===== src/rtl/pipe_mw_elastic_reg_if.sv =====
// MEM->WB bundle handshake interface: MEM-side offer, WB-side head and occupancy.
// slave = the elastic register, master = the MEM/WB stages driving it.
interface pipe_mw_elastic_reg_if #(
  parameter int DATA_W = 32,
  parameter int RN_W   = 5,
  parameter int CNT_W  = 4
);
  logic              mvalid;
  logic              mready;
  logic              mwreg;
  logic              mm2reg;
  logic [RN_W-1:0]   mrn;
  logic [DATA_W-1:0] malu;
  logic [DATA_W-1:0] mmo;
  logic              wvalid;
  logic              wready;
  logic              wwreg;
  logic              wm2reg;
  logic [RN_W-1:0]   wrn;
  logic [DATA_W-1:0] walu;
  logic [DATA_W-1:0] wmo;
  logic [DATA_W-1:0] wdata;
  logic [CNT_W-1:0]  count;

  modport slave (
    input  mvalid, mwreg, mm2reg, mrn, malu, mmo, wready,
    output mready, wvalid, wwreg, wm2reg, wrn, walu, wmo, wdata, count
  );

  modport master (
    output mvalid, mwreg, mm2reg, mrn, malu, mmo, wready,
    input  mready, wvalid, wwreg, wm2reg, wrn, walu, wmo, wdata, count
  );
endinterface


===== src/rtl/pipe_mw_elastic_reg.sv =====
// DEPTH-entry elastic MEM/WB pipeline register with flush and occupancy count.
// Optional MW_BYPASS_EN: zero-latency m-to-w pass-through while the buffer is empty.
module pipe_mw_elastic_reg #(
  parameter int DATA_W = 32,
  parameter int RN_W   = 5,
  parameter int DEPTH  = 2,
  parameter int CNT_W  = 4
) (
  input  logic clock,
  input  logic reset,
  input  logic flush,
  pipe_mw_elastic_reg_if.slave bus
);
  localparam int PTR_W = (DEPTH > 1) ? $clog2(DEPTH) : 1;

  typedef logic [PTR_W-1:0] ptr_t;

  typedef struct packed {
    logic              wreg;
    logic              m2reg;
    logic [RN_W-1:0]   rn;
    logic [DATA_W-1:0] alu;
    logic [DATA_W-1:0] mo;
  } ent_t;

  ent_t             slots [DEPTH];
  ent_t             in_ent;
  ent_t             out_ent;
  ptr_t             rp_reg, rp_next;
  ptr_t             wp_reg, wp_next;
  logic [CNT_W-1:0] count_reg, count_next;
  logic             empty;
  logic             bypass_on;
  logic             bypass_take;
  logic             push;
  logic             pop;
  logic             out_valid;

  function automatic ptr_t ptr_inc(input ptr_t p);
    return (p == ptr_t'(DEPTH - 1)) ? '0 : p + ptr_t'(1);
  endfunction

  assign in_ent = '{wreg: bus.mwreg, m2reg: bus.mm2reg, rn: bus.mrn,
                    alu: bus.malu, mo: bus.mmo};

  assign empty      = (count_reg == '0);
  assign bus.mready = (count_reg < CNT_W'(DEPTH));

`ifdef MW_BYPASS_EN
  assign bypass_on = empty && !flush;
`else
  assign bypass_on = 1'b0;
`endif

  // A bypassed bundle consumed by WB this cycle must not also be stored.
  assign bypass_take = bypass_on && bus.mvalid && bus.wready;
  assign push        = bus.mvalid && bus.mready && !bypass_take;
  assign pop         = !empty && bus.wready;

  always_comb begin
    rp_next    = rp_reg;
    wp_next    = wp_reg;
    count_next = count_reg;
    if (flush) begin
      rp_next    = '0;
      wp_next    = '0;
      count_next = '0;
    end else begin
      if (push) wp_next = ptr_inc(wp_reg);
      if (pop)  rp_next = ptr_inc(rp_reg);
      case ({push, pop})
        2'b10:   count_next = count_reg + CNT_W'(1);
        2'b01:   count_next = count_reg - CNT_W'(1);
        default: count_next = count_reg;
      endcase
    end
  end

  always_ff @(posedge clock) begin
    if (reset) begin
      rp_reg    <= '0;
      wp_reg    <= '0;
      count_reg <= '0;
    end else begin
      rp_reg    <= rp_next;
      wp_reg    <= wp_next;
      count_reg <= count_next;
    end
  end

  // One register per slot; contents need no reset since count gates visibility.
  generate
    for (genvar gi = 0; gi < DEPTH; gi++) begin : g_slot
      ent_t slot_reg;
      always_ff @(posedge clock) begin
        if (!reset && !flush && push && (wp_reg == ptr_t'(gi))) begin
          slot_reg <= in_ent;
        end
      end
      assign slots[gi] = slot_reg;
    end
  endgenerate

  always_comb begin
    out_ent   = '0;
    out_valid = 1'b0;
    if (!empty) begin
      out_ent   = slots[rp_reg];
      out_valid = 1'b1;
    end else if (bypass_on && bus.mvalid) begin
      out_ent   = in_ent;
      out_valid = 1'b1;
    end
  end

  assign bus.wvalid = out_valid;
  assign bus.wwreg  = out_ent.wreg;
  assign bus.wm2reg = out_ent.m2reg;
  assign bus.wrn    = out_ent.rn;
  assign bus.walu   = out_ent.alu;
  assign bus.wmo    = out_ent.mo;
  assign bus.wdata  = out_ent.m2reg ? out_ent.mo : out_ent.alu;
  assign bus.count  = count_reg;
endmodule


===== src/flat_wrapper.sv =====
// flat-port wrapper written by rule: the top's interface ports become plain ports
module pipe_mw_elastic_reg_flat 
#(
  parameter int DATA_W = 32,
  parameter int RN_W   = 5,
  parameter int DEPTH  = 2,
  parameter int CNT_W  = 4
)
  (clock, reset, flush, bus_mvalid, bus_mwreg, bus_mm2reg, bus_mrn, bus_malu, bus_mmo, bus_wready, bus_mready, bus_wvalid, bus_wwreg, bus_wm2reg, bus_wrn, bus_walu, bus_wmo, bus_wdata, bus_count);
  pipe_mw_elastic_reg_if #(.DATA_W(DATA_W), .RN_W(RN_W), .CNT_W(CNT_W)) bus_i ();
  input  logic clock;
  input  logic reset;
  input  logic flush;
  input wire logic [$bits(bus_i.mvalid)-1:0] bus_mvalid;
  input wire logic [$bits(bus_i.mwreg)-1:0] bus_mwreg;
  input wire logic [$bits(bus_i.mm2reg)-1:0] bus_mm2reg;
  input wire logic [$bits(bus_i.mrn)-1:0] bus_mrn;
  input wire logic [$bits(bus_i.malu)-1:0] bus_malu;
  input wire logic [$bits(bus_i.mmo)-1:0] bus_mmo;
  input wire logic [$bits(bus_i.wready)-1:0] bus_wready;
  output wire logic [$bits(bus_i.mready)-1:0] bus_mready;
  output wire logic [$bits(bus_i.wvalid)-1:0] bus_wvalid;
  output wire logic [$bits(bus_i.wwreg)-1:0] bus_wwreg;
  output wire logic [$bits(bus_i.wm2reg)-1:0] bus_wm2reg;
  output wire logic [$bits(bus_i.wrn)-1:0] bus_wrn;
  output wire logic [$bits(bus_i.walu)-1:0] bus_walu;
  output wire logic [$bits(bus_i.wmo)-1:0] bus_wmo;
  output wire logic [$bits(bus_i.wdata)-1:0] bus_wdata;
  output wire logic [$bits(bus_i.count)-1:0] bus_count;
  assign bus_i.mvalid = bus_mvalid;
  assign bus_i.mwreg = bus_mwreg;
  assign bus_i.mm2reg = bus_mm2reg;
  assign bus_i.mrn = bus_mrn;
  assign bus_i.malu = bus_malu;
  assign bus_i.mmo = bus_mmo;
  assign bus_i.wready = bus_wready;
  assign bus_mready = bus_i.mready;
  assign bus_wvalid = bus_i.wvalid;
  assign bus_wwreg = bus_i.wwreg;
  assign bus_wm2reg = bus_i.wm2reg;
  assign bus_wrn = bus_i.wrn;
  assign bus_walu = bus_i.walu;
  assign bus_wmo = bus_i.wmo;
  assign bus_wdata = bus_i.wdata;
  assign bus_count = bus_i.count;
  pipe_mw_elastic_reg #(.DATA_W(DATA_W), .RN_W(RN_W), .DEPTH(DEPTH), .CNT_W(CNT_W)) u_core (.clock(clock), .reset(reset), .flush(flush), .bus(bus_i));
endmodule

===== config.mk =====
export PLATFORM = sky130hd
export DESIGN_NAME = pipe_mw_elastic_reg_flat
export DESIGN_NICKNAME = d
export VERILOG_FILES = /design/src/rtl/pipe_mw_elastic_reg_if.sv /design/src/rtl/pipe_mw_elastic_reg.sv /design/src/flat_wrapper.sv
export SDC_FILE = /design/constraint.sdc
export NUM_CORES = 1
export LEC_CHECK = 0
export ABC_AREA = 1
export ABC_CLOCK_PERIOD_IN_PS = 8100
export CORE_ASPECT_RATIO = 2
export CORE_MARGIN = 3
export CORE_UTILIZATION = 35
export DETAILED_ROUTE_END_ITERATION = 10
export GPL_TIMING_DRIVEN = 0
export PLACE_DENSITY = 0.7
export SYNTH_ARGS = -nofsm -noshare
export SYNTH_HDL_FRONTEND = slang
export SYNTH_SLANG_ARGS = --single-unit

===== constraint.sdc =====
create_clock -name clock -period 8.1 [get_ports clock]
set_input_delay 2.025 -clock clock [delete_from_list [all_inputs] [get_ports clock]]
set_output_delay 2.025 -clock clock [all_outputs]
set_load 0.01 [all_outputs]

==> impl_results.md, run 1 <==
* Pre-CTS WS at about 3.6 ns
* Ports at around 190
* Synth warn at 0
* CTS Hold Bufs at 0
* H-tree depth at 4
* Core area at about 18000 sq um
* Flops & latches, synth at ~150
* Tot Pwr at 3.13 mW
* Max-cap viol count at 0
* Setup Buffers After CTS at 0
* Initial drt markers at 172
* Status: complete, no violations
* Syn nets at 729
* Share of layout cells above drive strength 1 at 0.0835
* Power Density at between 300 and 400 nW/um^2
* Maximum vdd drop at between 0.15 and 0.2 mV
* Min cycle time layout at approximately 4.5 ns
* Fin crit share at 0.557
* DIE WIDTH at 102 um
* GRT overflow at 0
* Total GRT Usage at 0.176
* Worst Slack Setup Final at 3.59 ns
* DRC violations left at 0
* Cells after synthesis at 649
* Fill cells at between 1500 and 2000
* Initial antenna violation count at 2
* Worst slew pin tran at around 0.66 ns
* DRT antenna net count at 0
* Post-DP HPWL at 13.2 mm
* Die area at approximately 20000 sq um
* Post-DP Area at about 8700 sq um
* Crit path arrival time at approximately 2.5 ns
* Cell Area, Synth at about 6500 sq um
* Unique masters post-synth at 19
* Die H at between 150 and 200 um
* Max-slew headroom at 0.560
* Average size of a mapped cell at approximately 10 sq um
* Max reg flops at around 140
* PortBufs at around 180
* CTS Buf Count at 17
* Clock sinks at around 150
* Routed vias at roughly 4900
* Max-slew violation count at 0
* Vias/cell at approximately 4.5
* Worst hold-check path type: reg -> reg
* Total Neg Setup Slack at 0 ns
* Fmax at between 200 and 250 MHz
* CP max FO at 10
* Vias in the first global route at 4929
* Final Cell Area at slightly above 9000 sq um
* CTS resizes at 0
* Worst clock skew at around 0.0047 ns
* WL per Instance at ~16 um
* Pre-antenna DRT Iters at 6
* Global-route wire length before repair at around 26 mm
* Kind of critical path: reg -> out
* Post-layout util at 0.519
* Clock Tree Buf Depth at 2
* Clk slew on worst S/H paths at 0.06 ns
* Crit start category: register
* Final #Nets at 941
* Pin count of the biggest net entering global routing at 31
* Final hold violation count at 0
* CTS tree: yes
* Root Buffer: clkbuf_16
* RSZ-0062 raised after global routing: false
* Critical Path Sink Type: output port
* Final WL at around 17 mm
* Final GP Congestion at approximately 0.75
* Row Count at 69
* Clk_lat worst skew at 0.42 ns
* Critical Path RT at around 6 ns
* Area grow syn2layout at 43.9%
* Final setup viols at 0
* Pleak at roughly 4 nW
* Initial Util at 0.361
* Sequential-to-total area share from yosys stat at 0.677
[power by group]
part / internal, mW / total (mW) / switching, mW
Clock: 0.480 / 0.776 / 0.296
Sequential: 0.887 / 0.901 / 0.0141
Combinational: 0.692 / 1.45 / 0.760
Total: 2.06 / 3.13 / 1.07
[cells in the final DEF, fill, tap and decap left out, drive strengths merged, types with 6 or more instances in the layout]
| cell | instances |
|---|---|
| nand2 | 329 |
| dfxtp | 6 |
| edfxtp | 142 |
| o21ai | 35 |
| clkbuf | 18 |
| nor2 | 6 |
| inv | 84 |
| clkdlybuf4s50 | 184 |
| clkinv | 10 |
| buf | 38 |
[worst max-delay path, stage by stage, from the launching register on]
cell and delay (ns):
dfxtp_1 0.30, buf_4 0.19, inv_4 0.10, nand2_1 0.07
nand2_1 0.04, nand2_1 0.12, clkbuf_1 0.53, o21ai_1 0.17
clkdlybuf4s50_1 0.52
[cell usage after synthesis]
cell type  count  area share
o21ai_0        3      0.0023
buf_2         16       0.012
nor2_1         6      0.0035
inv_1         83       0.048
fa_1           1      0.0031
buf_6          8       0.014
clkbuf_1       1     0.00058
edfxtp_1     142        0.66
nand3_1        5      0.0039
a21oi_1        5      0.0039
ha_1           3      0.0058
nand2_1      329        0.19
dfxtp_1        6       0.019
or2_2          1     0.00097
buf_4          5      0.0058
inv_4          1     0.00097
xnor2_1        1      0.0014
o21ai_1       32       0.025
nor3_1         1     0.00077
[per-stage QoR]
step	cells	hold slack (ns)
3_3_place_gp	1046	0.447
5_1_grt	1089	0.512
4_1_cts	1087	0.482
3_5_place_dp	1055	0.474
6_report	1090	0.487
2_1_floorplan	649	0.440
[final cells by class]
cell class	count	area (sq um)	area share
multi-input cells	387	1570	0.169
flip-flops and latches	148	4380	0.471
clock buffers	17	425	0.0457
clock inverters	15	165	0.0177
diodes	3	7.51	0.000806
plain buffers	30	211	0.0227
well taps	213	267	0.0286
repair buffers	193	1960	0.211
inverters	84	318	0.0341
[final timing paths]
check	start	end	slack [ns]	cells past startpoint
worst min-delay path	u_core.wp_reg$_SDFFE_PP0P_	u_core.wp_reg$_SDFFE_PP0P_	0.49	2
worst max register to register	u_core.bus.count[1]$_SDFFE_PP0P_	u_core.bus.count[3]$_SDFFE_PP0P_	5.73	13
worst min register to register	u_core.wp_reg$_SDFFE_PP0P_	u_core.wp_reg$_SDFFE_PP0P_	0.49	2
worst max-delay path	u_core.rp_reg$_SDFFE_PP0P_	bus_wdata[10]	3.59	8
[kinds of logic after synthesis]
logic type,share of synthesized area
XOR/XNOR,0.00135
AO/OA/AOI/OAI,0.0309
flip-flops,0.677
buffers and inverters,0.0818
adder cells (fa/ha/maj),0.00889
AND/OR/NAND/NOR,0.200
[layer usage]
layer | wire (um) | up-vias | GRT usage
met1 | 5680 | 2260 | 0.163
li1 | - | 2488 | -
met3 | 789 | 32 | 0.0444
met2 | 10100 | 127 | 0.340
met5 | 0 | - | 0
met4 | 580 | 0 | 0.0856
(Power assumes the default switching activity.)
==> inputs of run 2 (changes only) <==
Settings changed: ABC_CLOCK_PERIOD_IN_PS 8100 to 4400, PLACE_DENSITY 0.7 to 0.68.
Clock period 8.1 ns to 4.4 ns, I/O delays scaled along.
==> impl_results.md, run 2 (synthesized netlist as in run 1, its figures left out) <==
* Status: complete, no violations
* Setup Buffers After CTS at 0
* Combinational power share at 0.461
* Post-DP HPWL at approximately 13 mm
* Sw Share at 0.342
* Worst slew pin tran at between 0.9 and 1 ns
* Root Buffer: clkbuf_16
* Ports at roughly 190
* Maximum vdd drop at roughly 0.31 mV
* Pleak at roughly 4.1 nW
* Total GRT Usage at 0.180
* Worst hold-check path type: reg -> reg
* Crit start category: register
* Final GP Congestion at around 0.81
* H-tree depth at 4
* Reg power frac at 0.283
* Clk_lat worst skew at between 0.4 and 0.5 ns
* Fin Hold WS at around 0.48 ns
* PortBufs at roughly 180
* Total Neg Setup Slack at 0 ns
* Max-cap viol count at 0
* Initial Util at 0.361
* Psw at ~2 mW
* Critical Path RT at 3.30 ns
* CTS Buf Count at 17
* Critical Path Sink Type: output port
* Final setup viols at 0
* RSZ-0062 raised after global routing: false
* Share of layout cells above drive strength 1 at 0.0781
* Fmax at about 280 MHz
* Min cycle time layout at 3.58 ns
* Antenna Cells at 0
* Final #Nets at around 940
* CTS tree: yes
* Core area at about 18000 sq um
* CTS Hold Bufs at 0
* Die H at about 200 um
* Vias/cell at roughly 4.5
* Commonest non-fill, non-tap cell in the layout: nand2_1
* DRC violations left at 0
* Initial drt markers at between 200 and 250
* Initial antenna violation count at 1
* Vias in the first global route at 4816
* Fin crit share at 0.813
* DIE WIDTH at 102 um
* Kind of critical path: reg -> out
* Final Cell Area at about 9400 sq um
* Final WL at roughly 18 mm
* Area grow syn2layout at 44.6%
* Final hold violation count at 0
* Clk slew on worst S/H paths at ~0.06 ns
* GRT overflow at 0
* Power Density at 626 nW/um^2
* WL per Instance at ~16 um
* Max reg flops at ~140
* Crit path arrival time at approximately 2.5 ns
* Row Count at 69
* Max-slew headroom at 0.359
* Max-slew violation count at 0
* DRT antenna net count at 0
* Internal Power at between 3 and 4 mW
* Tot Pwr at a little under 6 mW
* Pre-antenna DRT Iters at 5
* Post-DP Area at slightly below 9000 sq um
* CTS resizes at 0
* CP max FO at 10
* Clock Power Share at 0.256
* Worst clock skew at slightly above 0.008 ns
* Routed vias at ~4900
* Clock Tree Buf Depth at 2
* Commonest cells after routing, fill and taps aside: nand2_1 (329), clkdlybuf4s50_1 (184), edfxtp_1 (142)
* Clock sinks at 148
* Pin count of the biggest net entering global routing at 30
* Die area at between 20000 and 25000 sq um
* Global-route wire length before repair at approximately 26 mm
[run 2: changes by cell type in the layout (fill, tap and decap cells not counted), moves of 2 or more]
cell,delta
buf_6,-6
buf_16,+4
clkinv_2,-4
diode_2,-3
clkbuf_1,+2
[run 2: metal layers]
metal	part of all wire	GRT usage	up-vias
met3	0.045	0.0349	23
met2	0.58	0.349	148
met1	0.35	0.183	2217
li1	-	-	2477
met5	0	0	-
met4	0.022	0.0657	0
[run 2: cell type report]
class / count / area, sq um
inverter: 84 / 318
clock buffer: 19 / 433
buffer: 30 / 211
clock inverter: 13 / 183
sequential: 148 / 4380
tap: 213 / 267
multi-input combinational: 387 / 1580
fill: 1621 / 8600
timing repair buffer: 190 / 1990
[run 2: critical path: stages (launching register included)]
cell and delay, ns:
dfxtp_1 0.30, buf_4 0.19, inv_4 0.10, nand2_1 0.07, nand2_1 0.04, nand2_1 0.09
clkbuf_1 0.55, o21ai_1 0.19, clkdlybuf4s50_1 0.51
[run 2: path summary, 6_finish.rpt]
| path | from | endpoint | slack [ns] | cells after the start |
|---|---|---|---|---|
| hold reg to reg | u_core.wp_reg$_SDFFE_PP0P_ | u_core.wp_reg$_SDFFE_PP0P_ | 0.48 | 2 |
| hold / removal | u_core.wp_reg$_SDFFE_PP0P_ | u_core.wp_reg$_SDFFE_PP0P_ | 0.48 | 2 |
| setup reg to reg | u_core.bus.count[0]$_SDFFE_PP0P_ | u_core.bus.count[3]$_SDFFE_PP0P_ | 2.03 | 13 |
| setup / recovery | u_core.rp_reg$_SDFFE_PP0P_ | bus_wdata[12] | 0.82 | 8 |
[run 2: through the flow]
stage          setup WS [ns]   util  instances
2_1_floorplan          0.697      -        649
3_3_place_gp          -0.921  0.479       1046
3_5_place_dp           0.879  0.487       1052
4_1_cts                0.743  0.521       1084
5_1_grt                0.635  0.521       1084
6_report               0.821  0.521       1084
[run 2: power groups by stage]
| stage | Clock [mW] | Sequential, mW | Combinational (mW) |
|---|---|---|---|
| 5_1_grt | 1.60 | 1.67 | 2.95 |
| 2_1_floorplan | 0 | 1.69 | 1.25 |
| 4_1_cts | 1.53 | 1.66 | 2.76 |
| 3_5_place_dp | 0 | 1.69 | 2.75 |
| 3_3_place_gp | 0 | 1.69 | 2.72 |
| 6_report | 1.50 | 1.66 | 2.70 |
==> inputs of run 3 (changes only) <==
Settings changed: ABC_CLOCK_PERIOD_IN_PS 4400 to 3400.
Clock period 4.4 ns to 3.4 ns, I/O delays scaled along.
==> impl_results.md, run 3 (synthesized netlist as in run 1, its figures left out) <==
* Min cycle time layout at around 3.2 ns
* Fin crit share at 0.947
* Post-DP HPWL at approximately 13 mm
* Status: complete, no violations
* CTS Buf Count at 17
* Initial drt markers at 184
* Worst Slack Setup Final at between 0.15 and 0.2 ns
* Global-route wire length before repair at 26.0 mm
* Pre-antenna DRT Iters at 4
* Post-layout util at 0.523
* Buffers & Inverters on Critical Path at 5
* Final setup viols at 0
* R2r setup slk at between 1 and 1.5 ns
* Initial Util at 0.361
* DRT antenna net count at 0
* Crit start category: register
* Fin Hold WS at around 0.46 ns
* Core area at between 15000 and 20000 sq um
* Total GRT Usage at 0.176
* Pre-CTS WS at 0.221 ns
* Vias in the first global route at between 4000 and 5000
* Max-slew headroom at 0.368
* Post-DP Area at 8760 sq um
* Die area at slightly above 20000 sq um
* Worst hold-check path type: reg -> reg
* Max-slew violation count at 0
* Vias/cell at 4.51
* Pin count of the biggest net entering global routing at 30
* Worst clock skew at 0.00852 ns
* Die H at slightly below 200 um
* RR Endpoint: u_core.bus.count[3]$_SDFFE_PP0P_
* Dpl cells at about 1100
* Max-cap viol count at 0
* Clock sinks at around 150
* DIE WIDTH at between 100 and 150 um
* Worst slew pin tran at roughly 0.95 ns
* Crit path to: bus_wdata[14]
* Initial antenna violation count at 2
* GRT overflow at 0
* Final Cell Area at around 9400 sq um
* Worst path top cell family by delay: buffers and inverters
* PortBufs at 184
* Clk_lat worst skew at between 0.4 and 0.5 ns
* Critical Path Sink Type: output port
* Maximum vdd drop at ~0.45 mV
* Crit path top cell by count: nand2_1
* Share of layout cells above drive strength 1 at 0.0804
* Critical path origin: u_core.rp_reg$_SDFFE_PP0P_
* Commonest non-fill, non-tap cell in the layout: nand2_1
* Crit path arrival time at between 2 and 2.5 ns
* CTS tree: yes
* Commonest cells after routing, fill and taps aside: nand2_1 (329), clkdlybuf4s50_1 (183), edfxtp_1 (142)
* Fmax at approximately 310 MHz
* CP max FO at 10
* WL per Instance at around 16 um
* Clk slew on worst S/H paths at about 0.060 ns
* Reg2Reg Depth at 13
* Clock Tree Buf Depth at 2
* Stages on worst setup path at 10
* Final hold violation count at 0
* Tot Pwr at roughly 7.6 mW
* Max incr delay on CP at 0.54 ns
* CTS Hold Bufs at 0
* Kind of critical path: reg -> out
* Critical Path RT at 2.55 ns
* Final GP Congestion at about 0.80
* R2R Path Start: u_core.bus.count[3]$_SDFFE_PP0P_
* Final WL at 17.3 mm
* Crit-path slowest cell: clkdlybuf4s50_1
* Ports at 185
* Pleak at between 4 and 5 nW
* H-tree depth at 4
* Routed vias at 4888
* Total Neg Setup Slack at 0 ns
* Cell Count, Final, Fillers Out at between 1000 and 1500
* DRC violations left at 0
* Row Count at 69
* Area grow syn2layout at 45.0%
* Final #Nets at 938
* CP cell instances: buf_4 > inv_4 > nand2_1 > nand2_1 > nand2_1 > buf_8 > buf_4 > nand2_1 > o21ai_1 > clkdlybuf4s50_1
* Max reg flops at roughly 140
* Root Buffer: clkbuf_16
* Power Density at ~810 nW/um^2
run 3: cell types whose count changed in the layout (fill, tap and decap cells not counted), moves of 2 or more:
cell,previous run,this run
clkbuf_4,0,2
clkinv_2,2,4
buf_2,16,14
clkbuf_1,3,1
run 3: layer usage:
metal | GRT usage | part of all wire | up-vias
met4 | 0.0672 | 0.020 | 0
met3 | 0.0353 | 0.048 | 20
met5 | 0 | 0 | -
met2 | 0.341 | 0.58 | 140
met1 | 0.177 | 0.35 | 2252
li1 | - | - | 2476
run 3: worst min path at each step:
stage | cells past startpoint | endpoint | start | slack, ns
finish | 2 | u_core.wp_reg$_SDFFE_PP0P_ | u_core.wp_reg$_SDFFE_PP0P_ | 0.46
global route | 2 | u_core.wp_reg$_SDFFE_PP0P_ | u_core.wp_reg$_SDFFE_PP0P_ | 0.51
CTS | 2 | u_core.wp_reg$_SDFFE_PP0P_ | u_core.wp_reg$_SDFFE_PP0P_ | 0.47
detailed placement | 2 | u_core.wp_reg$_SDFFE_PP0P_ | u_core.wp_reg$_SDFFE_PP0P_ | 0.46
global placement | 2 | u_core.wp_reg$_SDFFE_PP0P_ | u_core.wp_reg$_SDFFE_PP0P_ | 0.45
floorplan | 2 | u_core.wp_reg$_SDFFE_PP0P_ | u_core.wp_reg$_SDFFE_PP0P_ | 0.44
run 3: final cells by class:
cell class	count	area [sq um]
multi-input combinational	387	1580
antenna	1	2.50
timing repair buffer	190	2000
tap	213	267
clock inverter	14	185
inverter	84	318
buffer	30	221
sequential	148	4380
fill	1604	8570
clock buffer	18	429
run 3: what timing repair did:
item                                    in CTS  in global routing
endpoints found under the setup margin       1                  6
gates resized for setup                      1                  4
setup buffers                                0                  0
run 3: power breakdown:
group	internal [mW]	switching, mW	leakage, nW
logic	1.67	1.84	2.48
clock network	1.22	0.701	0.297
registers	2.11	0.0324	1.34
run 3: worst min-delay path: stages, from the launching register on:
cell and delay (ns):
dfxtp_1 0.31, nand2_1 0.06, a21oi_1 0.05
